**src/rtl/ps2_pkg.sv**
```systemverilog
// Shared definitions for the PS/2 host transmitter: state encoding, common
// keyboard command bytes and default timing in 100 MHz clk cycles.
package ps2_pkg;

    typedef enum logic [2:0] {
        IDLE,
        INHIBIT,
        RTS,
        SEND,
        ACK,
        RELEASE,
        FINISH
    } ps2_tx_state_t;

    localparam logic [7:0] CMD_SET_LEDS = 8'hED;
    localparam logic [7:0] CMD_ENABLE   = 8'hF4;
    localparam logic [7:0] CMD_RESEND   = 8'hFE;
    localparam logic [7:0] CMD_RESET    = 8'hFF;

    localparam int DEFAULT_INHIBIT_CYCLES = 10000;
    localparam int DEFAULT_TIMEOUT_CYCLES = 1500000;

    function automatic logic odd_parity(input logic [7:0] d);
        return ~^d;
    endfunction

endpackage

```
**src/rtl/ps2_sync_edge.sv**
```systemverilog
// Two-flop synchronizer for one raw PS/2 line plus a one-cycle pulse on
// each falling edge of the synchronized level.
module ps2_sync_edge (
    input  logic clk,
    input  logic rst,
    input  logic line,
    output logic level,
    output logic fall
);

    logic meta;
    logic sync;
    logic prev;

    // Idle PS/2 lines float high, so reset to 1 to avoid a fake edge.
    always_ff @(posedge clk or negedge rst) begin
        if (!rst) begin
            meta <= 1'b1;
            sync <= 1'b1;
            prev <= 1'b1;
        end else begin
            meta <= line;
            sync <= meta;
            prev <= sync;
        end
    end

    assign level = sync;
    assign fall  = prev & ~sync;

endmodule

```
**src/rtl/ps2_host_tx.sv**
```systemverilog
// PS/2 host-to-device byte transmitter (inhibit, request-to-send, 11-bit frame,
// ACK check). Optional macro PS2_TX_RETRY_EN retries one failed attempt.
module ps2_host_tx
    import ps2_pkg::*;
#(
    parameter int INHIBIT_CYCLES = DEFAULT_INHIBIT_CYCLES,
    parameter int TIMEOUT_CYCLES = DEFAULT_TIMEOUT_CYCLES
) (
    input  logic       clk,
    input  logic       rst,
    input  logic [7:0] tx_data,
    input  logic       tx_valid,
    output logic       tx_ready,
    input  logic       ps2_clk_i,
    input  logic       ps2_data_i,
    output logic       ps2_clk_oe,
    output logic       ps2_data_oe,
    output logic       busy,
    output logic       done,
    output logic       err
);

    localparam int CNT_MAX = (INHIBIT_CYCLES > TIMEOUT_CYCLES) ? INHIBIT_CYCLES : TIMEOUT_CYCLES;
    localparam int CNT_W   = $clog2(CNT_MAX + 1);

    // INHIBIT_CYCLES must be at least 2 so the start bit lands in the last cycle only.
    localparam logic [CNT_W-1:0] INHIBIT_LAST    = CNT_W'(INHIBIT_CYCLES - 1);
    localparam logic [CNT_W-1:0] INHIBIT_PRELAST = CNT_W'(INHIBIT_CYCLES - 2);
    localparam logic [CNT_W-1:0] TIMEOUT_LAST    = CNT_W'(TIMEOUT_CYCLES - 1);

    ps2_tx_state_t    state;
    logic [CNT_W-1:0] cycle_cnt;
    logic [3:0]       edge_cnt;
    logic [7:0]       data_q;
    logic             parity_q;
    logic             nack_q;
    logic             can_retry;

    logic clk_level;
    logic clk_fall;
    logic data_level;
    logic data_fall;

    ps2_sync_edge u_clk_sync (
        .clk   (clk),
        .rst   (rst),
        .line  (ps2_clk_i),
        .level (clk_level),
        .fall  (clk_fall)
    );

    ps2_sync_edge u_data_sync (
        .clk   (clk),
        .rst   (rst),
        .line  (ps2_data_i),
        .level (data_level),
        .fall  (data_fall)
    );

`ifdef PS2_TX_RETRY_EN
    logic retried_q;
    assign can_retry = ~retried_q;
`else
    assign can_retry = 1'b0;
`endif

    // One counter serves both the inhibit hold and the per-attempt timeout;
    // it restarts at each INHIBIT entry and again at RTS entry.
    always_ff @(posedge clk or negedge rst) begin
        if (!rst) begin
            state       <= IDLE;
            ps2_clk_oe  <= 1'b0;
            ps2_data_oe <= 1'b0;
            busy        <= 1'b0;
            done        <= 1'b0;
            err         <= 1'b0;
            tx_ready    <= 1'b1;
            cycle_cnt   <= '0;
            edge_cnt    <= '0;
            data_q      <= '0;
            parity_q    <= 1'b0;
            nack_q      <= 1'b0;
`ifdef PS2_TX_RETRY_EN
            retried_q   <= 1'b0;
`endif
        end else begin
            case (state)
                IDLE: begin
                    done <= 1'b0;
                    err  <= 1'b0;
                    if (tx_valid) begin
                        data_q      <= tx_data;
                        parity_q    <= odd_parity(tx_data);
                        nack_q      <= 1'b0;
                        busy        <= 1'b1;
                        tx_ready    <= 1'b0;
                        ps2_clk_oe  <= 1'b1;
                        ps2_data_oe <= 1'b0;
                        cycle_cnt   <= '0;
                        state       <= INHIBIT;
`ifdef PS2_TX_RETRY_EN
                        retried_q   <= 1'b0;
`endif
                    end
                end

                INHIBIT: begin
                    cycle_cnt <= cycle_cnt + CNT_W'(1);
                    if (cycle_cnt == INHIBIT_PRELAST) begin
                        ps2_data_oe <= 1'b1;
                    end
                    if (cycle_cnt == INHIBIT_LAST) begin
                        ps2_clk_oe  <= 1'b0;
                        ps2_data_oe <= 1'b1;
                        cycle_cnt   <= '0;
                        edge_cnt    <= '0;
                        state       <= RTS;
                    end
                end

                RTS, SEND, ACK, RELEASE: begin
                    cycle_cnt <= cycle_cnt + CNT_W'(1);
                    if (cycle_cnt == TIMEOUT_LAST) begin
                        ps2_clk_oe  <= 1'b0;
                        ps2_data_oe <= 1'b0;
                        if (can_retry) begin
                            ps2_clk_oe <= 1'b1;
                            cycle_cnt  <= '0;
                            state      <= INHIBIT;
`ifdef PS2_TX_RETRY_EN
                            retried_q  <= 1'b1;
`endif
                        end else begin
                            done  <= 1'b1;
                            err   <= 1'b1;
                            state <= FINISH;
                        end
                    end else if (state == RELEASE) begin
                        // Hand the bus back only once both lines are quietly high.
                        if (clk_level && data_level && !clk_fall && !data_fall) begin
                            if (nack_q && can_retry) begin
                                ps2_clk_oe <= 1'b1;
                                cycle_cnt  <= '0;
                                state      <= INHIBIT;
`ifdef PS2_TX_RETRY_EN
                                retried_q  <= 1'b1;
`endif
                            end else begin
                                done  <= 1'b1;
                                err   <= nack_q;
                                state <= FINISH;
                            end
                        end
                    end else if (clk_fall) begin
                        edge_cnt <= edge_cnt + 4'd1;
                        if (state == ACK) begin
                            nack_q <= data_level;
                            state  <= RELEASE;
                        end else if (edge_cnt < 4'd8) begin
                            ps2_data_oe <= ~data_q[edge_cnt[2:0]];
                            state       <= SEND;
                        end else if (edge_cnt == 4'd8) begin
                            ps2_data_oe <= ~parity_q;
                        end else begin
                            ps2_data_oe <= 1'b0;
                            state       <= ACK;
                        end
                    end
                end

                FINISH: begin
                    done     <= 1'b0;
                    err      <= 1'b0;
                    busy     <= 1'b0;
                    tx_ready <= 1'b1;
                    state    <= IDLE;
                end

                default: begin
                    state <= IDLE;
                end
            endcase
        end
    end

endmodule

```
**config.mk**
```make
export PLATFORM = sky130hd
export DESIGN_NAME = ps2_host_tx
export DESIGN_NICKNAME = d
export VERILOG_FILES = /design/src/rtl/ps2_pkg.sv /design/src/rtl/ps2_sync_edge.sv /design/src/rtl/ps2_host_tx.sv
export SDC_FILE = /design/constraint.sdc
export NUM_CORES = 1
export LEC_CHECK = 0
export BUFFER_PORTS_ARGS = -buffer_cell sky130_fd_sc_hd__clkbuf_2
export CAP_MARGIN = 20
export CORE_ASPECT_RATIO = 1.75
export CORE_MARGIN = 1
export CORE_UTILIZATION = 25
export CTS_CLUSTER_SIZE = 12
export DETAILED_ROUTE_END_ITERATION = 10
export PLACE_DENSITY = 0.48
export SLEW_MARGIN = 20
export SYNTH_ARGS = -nofsm -noshare
export SYNTH_HDL_FRONTEND = slang
export SYNTH_HIERARCHICAL = 1
export SYNTH_SLANG_ARGS = --single-unit
```
**constraint.sdc**
```tcl
create_clock -name clk -period 2.3 [get_ports clk]
set_input_delay 0.23 -clock clk [delete_from_list [all_inputs] [get_ports clk]]
set_output_delay 0.23 -clock clk [all_outputs]
set_load 0.02 [all_outputs]
```
==> results of run 1 <==
## cells in the final DEF (no fill, tap or decap), drive strengths merged, types with 2 or more instances in the layout
cell type	count
dfstp	7
and3	5
a21oi	4
clkbuf	23
nand3	12
buf	9
and4	3
xor2	15
nor4	3
ha	5
a21o	2
nor3	8
o21a	2
dfrtp	43
inv	8
and2	6
nor2b	8
xnor2	13
nor2	41
o21ai	21
nand4	6
or2	3
dlygate4sd3	3
nand2	25
mux4	2
a22o	2
mux2	10
nand2b	5
## routing by layer
| layer | global-route usage | up-vias |
|---|---|---|
| li1 | - | 1050 |
| met1 | 0.127 | 1034 |
| met2 | 0.225 | 24 |
| met3 | 0.0210 | 11 |
| met4 | 0.0571 | 0 |
| met5 | 0 | - |
## power by group through the flow
stage	clock network (mW)	logic (mW)	registers (mW)
5_1_grt	0.944	1.51	1.30
3_3_place_gp	0	1.36	1.28
4_1_cts	0.910	1.37	1.27
3_5_place_dp	0	1.36	1.28
6_report	0.882	1.34	1.26
2_1_floorplan	0	1.10	1.24
## stage by stage
step / hold WS (ns) / std cells / worst slack (ns)
4_1_cts: 0.00134 / 447 / 0.276
3_5_place_dp: 0.297 / 437 / 0.281
5_1_grt: 0.191 / 448 / 0.116
3_3_place_gp: 0.283 / 437 / 0.316
6_report: 0.184 / 448 / 0.290
2_1_floorplan: -0.0656 / 287 / 0.464
## cells by family after synthesis
group | after synthesis | synth area share
AOI/OAI and AO/OA | 44 | 0.0998
buffers and inverters | 16 | 0.0310
adders and majority gates | 5 | 0.0215
and+or+nand+nor | 132 | 0.276
xor gates and xnor gates | 28 | 0.0843
DFF | 50 | 0.433
muxes | 12 | 0.0542
## flip-flops by register name (all words and copies together), names as in the netlist, 3 cells and up
signal,cells
cycle_cnt,21
data_q,8
edge_cnt,4
state,3
## layout make-up
| cell class | instances | area (um2) | area share |
|---|---|---|---|
| inverter | 7 | 26.3 | 0.00777 |
| clock inverter | 3 | 48.8 | 0.0144 |
| tap | 132 | 165 | 0.0488 |
| multi-input combinational | 221 | 1560 | 0.460 |
| timing repair buffer | 30 | 200 | 0.0592 |
| clock buffer | 5 | 125 | 0.0370 |
| sequential | 50 | 1260 | 0.372 |
## timing repair
item                                   4_1_cts  5_1_grt
hold buffers                                 2        1
endpoints found under the hold margin       16        1
setup endpoints to repair                    0        0
## worst max-delay path by stage
stage | startpoint | to | slack, ns | cells after the start
3_3_place_gp | cycle_cnt[4] | cycle_cnt[11] | 0.32 | 6
2_1_floorplan | cycle_cnt[5] | cycle_cnt[14] | 0.46 | 7
3_5_place_dp | cycle_cnt[5] | cycle_cnt[12] | 0.28 | 6
6_report | cycle_cnt[4] | cycle_cnt[11] | 0.29 | 6
4_1_cts | u_clk_sync/prev | state[2] | 0.28 | 7
5_1_grt | cycle_cnt[4] | cycle_cnt[5] | 0.12 | 6
## critical path: stages, from the launching register on
cell and delay [ns]:
dfrtp_1 0.45, nor4_2 0.40, nand3_1 0.15, o31a_1 0.32, nand2b_4 0.17, nor2_8 0.30
nor2_1 0.09
==> impl_metrics.py, run 1 <==
metrics = {
    "worst_setup_path": {
        "path_max_fanout": 19,
        "worstPathArrival_ns": 2.19,
        "cp-start-kind": "flop",
        "rr_startpoint": "cycle_cnt[4]",
        "crit_type": "flop to flop",
        "reg2regPathDepth": 6,
        "crit_required_ns": 2.48,
        "end_kind": "flop",
        "rr_endpoint": "cycle_cnt[11]",
        "r2r_setup_slack_ns": 0.29,
    },
    "logic_synthesis": {
        "synth_edf_count": 0,
        "synthArstFlopShare": 1.00,
        "synth_area_leaders": "dfrtp_1, dfstp_2, xor2_1",
        "syn-mean-instance-area_um2": 10.1,
        "synth_top_area_share": 0.370,
        "synthMostInstantiatedCell": "dfrtp_1",
        "synthFlopType": "dfrtp_1",
        "yosys_warnings": 6,
        "synth.top_cells.by_count": "dfrtp_1, nor2_1, nand2_1",
        "ys_ff_latch": 50,
        "synth_seq_area_share": 0.433,
        "synth_nets": 305,
        "synth_top_cell_by_area": "dfrtp_1",
        "syn_inst": 287,
        "synth_area_um2": 2910,
        "yosysUniqueCellTypes": 64,
    },
    "route": {
        "drt_iter0_drc": 75,
        "routed_wl_mm": 6.39,
        "post-route-drc-count": 0,
        "vias_per_cell": 4.73,
        "wl_met1_mm": 2.57,
        "dr.pass1.iters": 4,
        "dr_wl_met2_mm": 3.52,
        "final_antenna_net_count": 0,
        "topRoutingLayerUsed": "met4",
        "vias": 2119,
        "wl_met3_um": 126,
        "post_drt_wl_per_cell_um": 14.3,
    },
    "finish": {
        "antenna_cells": 0,
        "fin_area_um2": 3380,
        "nFillCells": 1172,
        "fin_nets": 333,
        "drive_above_1_share": 0.272,
        "fin_util": 0.301,
        "syn2layout_area_growth_pct": 16.4,
    },
    "power_and_ir_drop": {
        "p_seq_frac": 0.362,
        "pwr-share-clk": 0.253,
        "intPower_mw": 2.19,
        "power_frac_comb": 0.385,
        "finalPower_mw": 3.49,
        "peakVddDrop_mv": 0.628,
        "p_switching_mw": 1.30,
        "p_leak_nw": 1.44,
        "netSwitchingFraction": 0.374,
        "power_density_nw_per_um2": 1030,
    },
    "cts": {
        "cts_max_path_buffers": 2,
        "cts_setup_buffers": 0,
        "cts-root-buf": "clkbuf_16",
        "cts_tree": "built",
        "cts_sinks": 50,
        "cts_resized": 0,
        "h-tree-depth": 2,
        "numCtsBuffers": 5,
        "clock_latency_ns": 0.30,
        "clk_pin_slew_ns": 0.08,
    },
    "floorplan": {
        "ioPinCount": 19,
        "core_um2": 11200,
        "die_w_um": 83.5,
        "die_y_um": 145,
        "dieArea_um2": 12100,
        "row_count": 51,
        "start_util": 0.259,
    },
    "grt": {
        "grt_pass1_wl_mm": 11.1,
        "antenna_found_initial": 0,
        "grt.total_usage": 0.119,
        "gr-total-overflow": 0,
        "grt_max_degree": 29,
        "grt_pass1_vias": 2231,
    },
    "timing": {
        "skew_ns": 0.0121,
        "hold_violations": 0,
        "timing.fmax_mhz": 498,
        "fin_crit_sh": 0.874,
        "tightestPinTransition_ns": 0.662,
        "drv_slew": 0,
        "rsz0062_at_grt": "no",
        "setup_tns_ns": 0,
        "fin_crit_ns": 2.01,
        "max_slew_margin": 0.559,
        "setup_viol": 0,
    },
    "min_path": {
        "holdPathEnd": "data_q[0]",
        "hp-class": "input pin to flop",
        "hold_depth": 2,
        "min-delay-start": "tx_data[0]",
    },
    "place": {
        "place.gp.congestion": 0.813,
        "portBuffers": 18,
        "hpwl_mm": 4.80,
        "dpl_cell_area_um2": 3180,
    },
    "outcome": {
        "run_status": "completed",
    },
    "flow_run": {
        "max_cap_viol_count": 0,
    },
}
(Power assumes the default switching activity.)
==> run 2: changes to the inputs <==
- CELL_PAD_IN_SITES_DETAIL_PLACEMENT: not set -> 0
- CELL_PAD_IN_SITES_GLOBAL_PLACEMENT: not set -> 1
- PLACE_DENSITY: 0.48 -> 0.55
==> run 2 against run 1 <==
Core utilization down 0.58 points. Register-to-register slack got worse by 0.06 ns. Wire length increased by 3.0%. Cell count decreased by 0.67%. Largest power group unchanged.
==> impl_metrics.py, run 2 (synthesis results as in run 1) <==
metrics = {
    "finish": {
        "top_regs": "cycle_cnt: 21 flops, data_q: 8 flops, edge_cnt: 4 flops",
        "fin_nets": 330,
        "antenna_cells": 0,
        "top_register": "cycle_cnt",
        "fin_area_um2": 3320,
        "regArea_um2": 1260,
        "largest_register_ff_count": 21,
        "layout_commonest_cell": "dfrtp_1",
        "nFillCells": 1196,
        "syn2layout_area_growth_pct": 14.1,
        "drive_above_1_share": 0.272,
        "final_cell_mix": "dfrtp_1, nor2_1, nand2_1",
        "fin_util": 0.295,
        "multi_input_area_um2": 1560,
    },
    "min_path": {
        "min-delay-start": "ps2_clk_i",
        "hold_depth": 1,
        "hp-class": "input pin to flop",
        "holdPathEnd": "u_clk_sync/meta",
    },
    "route": {
        "post_drt_wl_per_cell_um": 14.8,
        "routed_wl_mm": 6.58,
        "vias_per_cell": 4.73,
        "vias": 2103,
        "final_antenna_net_count": 0,
        "drt_iter0_drc": 56,
        "post-route-drc-count": 0,
        "dr.pass1.iters": 4,
    },
    "worst_setup_path": {
        "crit_slowest_cell": "dfstp_2",
        "rr_startpoint": "u_clk_sync/prev",
        "crit_type": "flop to flop",
        "r2r_setup_slack_ns": 0.23,
        "reg2regPathDepth": 7,
        "cp_common_cell": "o21ai_0",
        "rr_endpoint": "state[2]",
        "worstPathArrival_ns": 2.24,
        "end_kind": "flop",
        "path_cells": "nor2b_4 -> nor4bb_1 -> and3_1 -> a31o_2 -> o21ai_1 -> o21ai_0 -> o21ai_0",
        "cp-start-kind": "flop",
        "crit_required_ns": 2.48,
        "max_stage_delay_ns": 0.52,
        "path_max_fanout": 6,
    },
    "power_and_ir_drop": {
        "pwr-share-clk": 0.231,
        "p_switching_mw": 1.29,
        "peakVddDrop_mv": 0.405,
        "p_leak_nw": 1.41,
        "p_seq_frac": 0.373,
        "power_frac_comb": 0.396,
        "intPower_mw": 2.10,
        "power_density_nw_per_um2": 1020,
        "netSwitchingFraction": 0.381,
    },
    "timing": {
        "timing.fmax_mhz": 484,
        "max_slew_margin": 0.555,
        "rsz0062_at_grt": "no",
        "setup_tns_ns": 0,
        "setup_viol": 0,
        "fin_crit_ns": 2.07,
        "tightestPinTransition_ns": 0.668,
        "fin_crit_sh": 0.898,
        "skew_ns": 0.00863,
        "hold_violations": 0,
        "drv_slew": 0,
        "timing.hold.ws_ns": 0.00661,
    },
    "cts": {
        "hold_buffers": 0,
        "cts_sinks": 50,
        "clk_pin_slew_ns": 0.07,
        "cts_max_path_buffers": 2,
        "cts_resized": 0,
        "cts-root-buf": "clkbuf_16",
        "cts_tree": "built",
        "h-tree-depth": 2,
        "clock_latency_ns": 0.30,
        "cts_setup_buffers": 0,
        "numCtsBuffers": 5,
    },
    "floorplan": {
        "die_y_um": 145,
        "die_w_um": 83.5,
        "row_count": 51,
        "dieArea_um2": 12100,
        "start_util": 0.259,
        "ioPinCount": 19,
        "core_um2": 11200,
    },
    "grt": {
        "grt_pass1_vias": 2314,
        "gr-total-overflow": 0,
        "antenna_found_initial": 0,
        "grt_pass1_wl_mm": 11.4,
        "grt_max_degree": 51,
        "grt.total_usage": 0.120,
    },
    "flow_run": {
        "max_cap_viol_count": 0,
    },
    "outcome": {
        "run_status": "completed",
    },
    "place": {
        "place.gp.congestion": 0.730,
        "hpwl_mm": 4.93,
        "portBuffers": 18,
        "dpl_cell_area_um2": 3170,
    },
}
==> run 2: worst max-delay path by stage <==
| stage | slack, ns | end | from | cells after the start |
|---|---|---|---|---|
| 6_report | 0.23 | state[2] | u_clk_sync/prev | 7 |
| 3_3_place_gp | 0.22 | state[2] | u_clk_sync/prev | 7 |
| 4_1_cts | 0.19 | cycle_cnt[8] | cycle_cnt[5] | 6 |
| 5_1_grt | 0.02 | state[2] | cycle_cnt[5] | 6 |
| 3_5_place_dp | 0.23 | cycle_cnt[8] | cycle_cnt[5] | 6 |
| 2_1_floorplan | 0.46 | cycle_cnt[14] | cycle_cnt[5] | 7 |
==> run 2: power groups by stage <==
| stage | Sequential (mW) | Combinational, mW | Clock, mW |
|---|---|---|---|
| after global placement | 1.28 | 1.37 | 0 |
| final | 1.26 | 1.34 | 0.781 |
| after detailed placement | 1.29 | 1.37 | 0 |
| after global routing | 1.30 | 1.52 | 0.836 |
| after CTS | 1.27 | 1.37 | 0.805 |
| after floorplan | 1.24 | 1.10 | 0 |
==> run 2: stage by stage <==
stage                     setup WS (ns)  total power, mW  cells
after detailed placement          0.233             2.65    437
after CTS                         0.188             3.44    445
after global routing             0.0211             3.65    445
after floorplan                   0.464             2.34    287
after global placement            0.221             2.65    437
final                             0.235             3.39    445
==> run 2: layout make-up <==
type,count,area share
clock buffers,7,0.0430
well taps,132,0.0498
flip-flops and latches,50,0.380
multi-input cells,221,0.469
clock inverters,1,0.00264
repair buffers,27,0.0475
inverters,7,0.00792
==> run 2: routing by layer <==
layer / up-vias / global-route usage / part of all wire
met5: - / 0 / 0
met4: 0 / 0.0598 / 0.031
met3: 11 / 0.0170 / 0.014
met2: 20 / 0.236 / 0.54
met1: 1031 / 0.124 / 0.41
li1: 1041 / - / -
==> run 2: critical path: cells and delay by family (launching register included) <==
family | cells | cell delay, ns
and+or+nand+nor | 3 | 0.54
AOI/OAI and AO/OA | 4 | 0.90
DFF | 1 | 0.52
==> run 3: changes to the inputs <==
- HOLD_SLACK_MARGIN: not set -> 0.06
- SLEW_MARGIN: 20 -> not set
==> run 3 against run 2 <==
Global-route usage unchanged. Die area unchanged. Maximum frequency down 0.56%. Critical path type unchanged. Critical path depth down 1. Power up 0.14%. Setup slack worse by 0.012 ns. Hold slack better by 0.042 ns. Cell area up 0.60%. Register-to-register slack about the same. First-iteration DRC count down 1.8%.
==> impl_metrics.py, run 3 (synthesis results as in run 1) <==
metrics = {
    "timing": {
        "drv_slew": 0,
        "setup_viol": 0,
        "skew_ns": 0.00809,
        "timing.fmax_mhz": 482,
        "setup_tns_ns": 0,
        "tightestPinTransition_ns": 0.670,
        "hold_violations": 0,
        "rsz0062_at_grt": "no",
        "max_slew_margin": 0.553,
        "fin_crit_ns": 2.08,
        "fin_crit_sh": 0.903,
    },
    "grt": {
        "grt_use_met1": 0.124,
        "use_met3": 0.0170,
        "grt_max_degree": 51,
        "grt.total_usage": 0.120,
        "grt_pass1_vias": 2318,
        "grt_busiest_layer": "met2",
        "gr-total-overflow": 0,
        "antenna_found_initial": 0,
        "grt_pass1_wl_mm": 11.4,
        "met2_usage": 0.236,
    },
    "power_and_ir_drop": {
        "power_density_nw_per_um2": 1020,
        "p_leak_nw": 1.42,
        "finalPower_mw": 3.39,
        "peakVddDrop_mv": 0.405,
    },
    "finish": {
        "drive_above_1_share": 0.270,
        "fin_util": 0.297,
        "nFillCells": 1196,
        "antenna_cells": 0,
        "top_regs": "cycle_cnt: 21 flops, data_q: 8 flops, edge_cnt: 4 flops",
        "fin_nets": 332,
        "syn2layout_area_growth_pct": 14.8,
        "regArea_um2": 1260,
        "largest_register_ff_count": 21,
        "multi_input_area_um2": 1560,
        "top_register": "cycle_cnt",
        "final_cell_mix": "dfrtp_1, nor2_1, nand2_1",
        "layout_commonest_cell": "dfrtp_1",
        "final-instance-count-excl-fill": 447,
    },
    "route": {
        "vias_per_cell": 4.77,
        "routed_wl_mm": 6.59,
        "drt_iter0_drc": 55,
        "dr.pass1.iters": 4,
        "final_antenna_net_count": 0,
        "vias": 2130,
        "post-route-drc-count": 0,
        "post_drt_wl_per_cell_um": 14.7,
    },
    "place": {
        "dp.cells": 437,
        "portBuffers": 18,
        "hpwl_mm": 4.93,
        "place.gp.congestion": 0.730,
    },
    "worst_setup_path": {
        "max_stage_delay_ns": 0.46,
        "crit_buf_inv": 0,
        "crit_family": "compound AO/OA/AOI/OAI gates",
        "cp_common_cell": "o21ai_0",
        "cp-start-kind": "flop",
        "crit_required_ns": 2.43,
        "worstPathArrival_ns": 2.21,
        "path_max_fanout": 7,
        "end_kind": "flop",
        "crit_slowest_cell": "dfrtp_1",
        "path_cells": "nor4_4 -> nand4_4 -> o21ai_2 -> o21ai_1 -> o21ai_0 -> o21ai_0",
        "crit_type": "flop to flop",
    },
    "floorplan": {
        "dieArea_um2": 12100,
        "ioPinCount": 19,
        "core_um2": 11200,
        "start_util": 0.259,
        "die_y_um": 145,
        "die_w_um": 83.5,
        "row_count": 51,
    },
    "cts": {
        "cts_max_path_buffers": 2,
        "clk_pin_slew_ns": 0.07,
        "hold_buffers": 2,
        "numCtsBuffers": 5,
        "cts_sinks": 50,
        "cts_setup_buffers": 0,
        "cts_resized": 0,
        "h-tree-depth": 2,
        "cts_tree": "built",
        "cts-root-buf": "clkbuf_16",
        "clock_latency_ns": 0.30,
    },
    "flow_run": {
        "max_cap_viol_count": 0,
    },
    "outcome": {
        "run_status": "completed",
    },
    "min_path": {
        "hp-class": "input pin to asynchronous set/reset pin",
    },
}
[run 3: changes by cell type in the layout (fill, tap and decap cells not counted), sizes merged]
cell and delta:
dlygate4sd3 +2
[run 3: report_power, final]
group | internal, mW | switching, mW
logic | 0.584 | 0.760
registers | 1.08 | 0.188
clock network | 0.439 | 0.344
[run 3: layer usage]
metal	vias to the layer above	share of wire
met5	-	0
met4	0	0.031
met3	10	0.015
met2	24	0.54
met1	1050	0.41
li1	1046	-
[run 3: metrics by stage]
step	hold slack (ns)	worst slack, ns	cell area (um2)
floorplan	-0.0656	0.464	2910
global placement	0.319	0.221	3170
detailed placement	0.320	0.233	3170
CTS	0.0821	0.188	3340
global route	0.110	0.0211	3340
finish	0.0484	0.223	3340
[run 3: final cells by class]
type | count | area share
multi-input combinational | 221 | 0.467
sequential | 50 | 0.377
timing repair buffer | 29 | 0.0532
tap | 132 | 0.0495
clock buffer | 7 | 0.0427
inverter | 7 | 0.00787
clock inverter | 1 | 0.00262
[run 3: worst register-to-register path, stage by stage, from the launching register on]
cell and delay, ns:
dfrtp_1 0.46, nor4_4 0.38, nand4_4 0.22, o21ai_2 0.30, o21ai_1 0.22, o21ai_0 0.19
o21ai_0 0.15
[run 3: final timing paths]
kind                                  from  slack [ns]          endpoint  cells past startpoint
max                           cycle_cnt[5]        0.22          state[2]                      6
min                                    rst        0.05            nack_q                      2
max reg2reg                   cycle_cnt[5]        0.22          state[2]                      6
min reg2reg                u_clk_sync/meta        0.36  u_clk_sync/level                      0
max in group asynchronous              rst        1.80      cycle_cnt[2]                      2
min in group clk                tx_data[7]        0.20         data_q[7]                      2
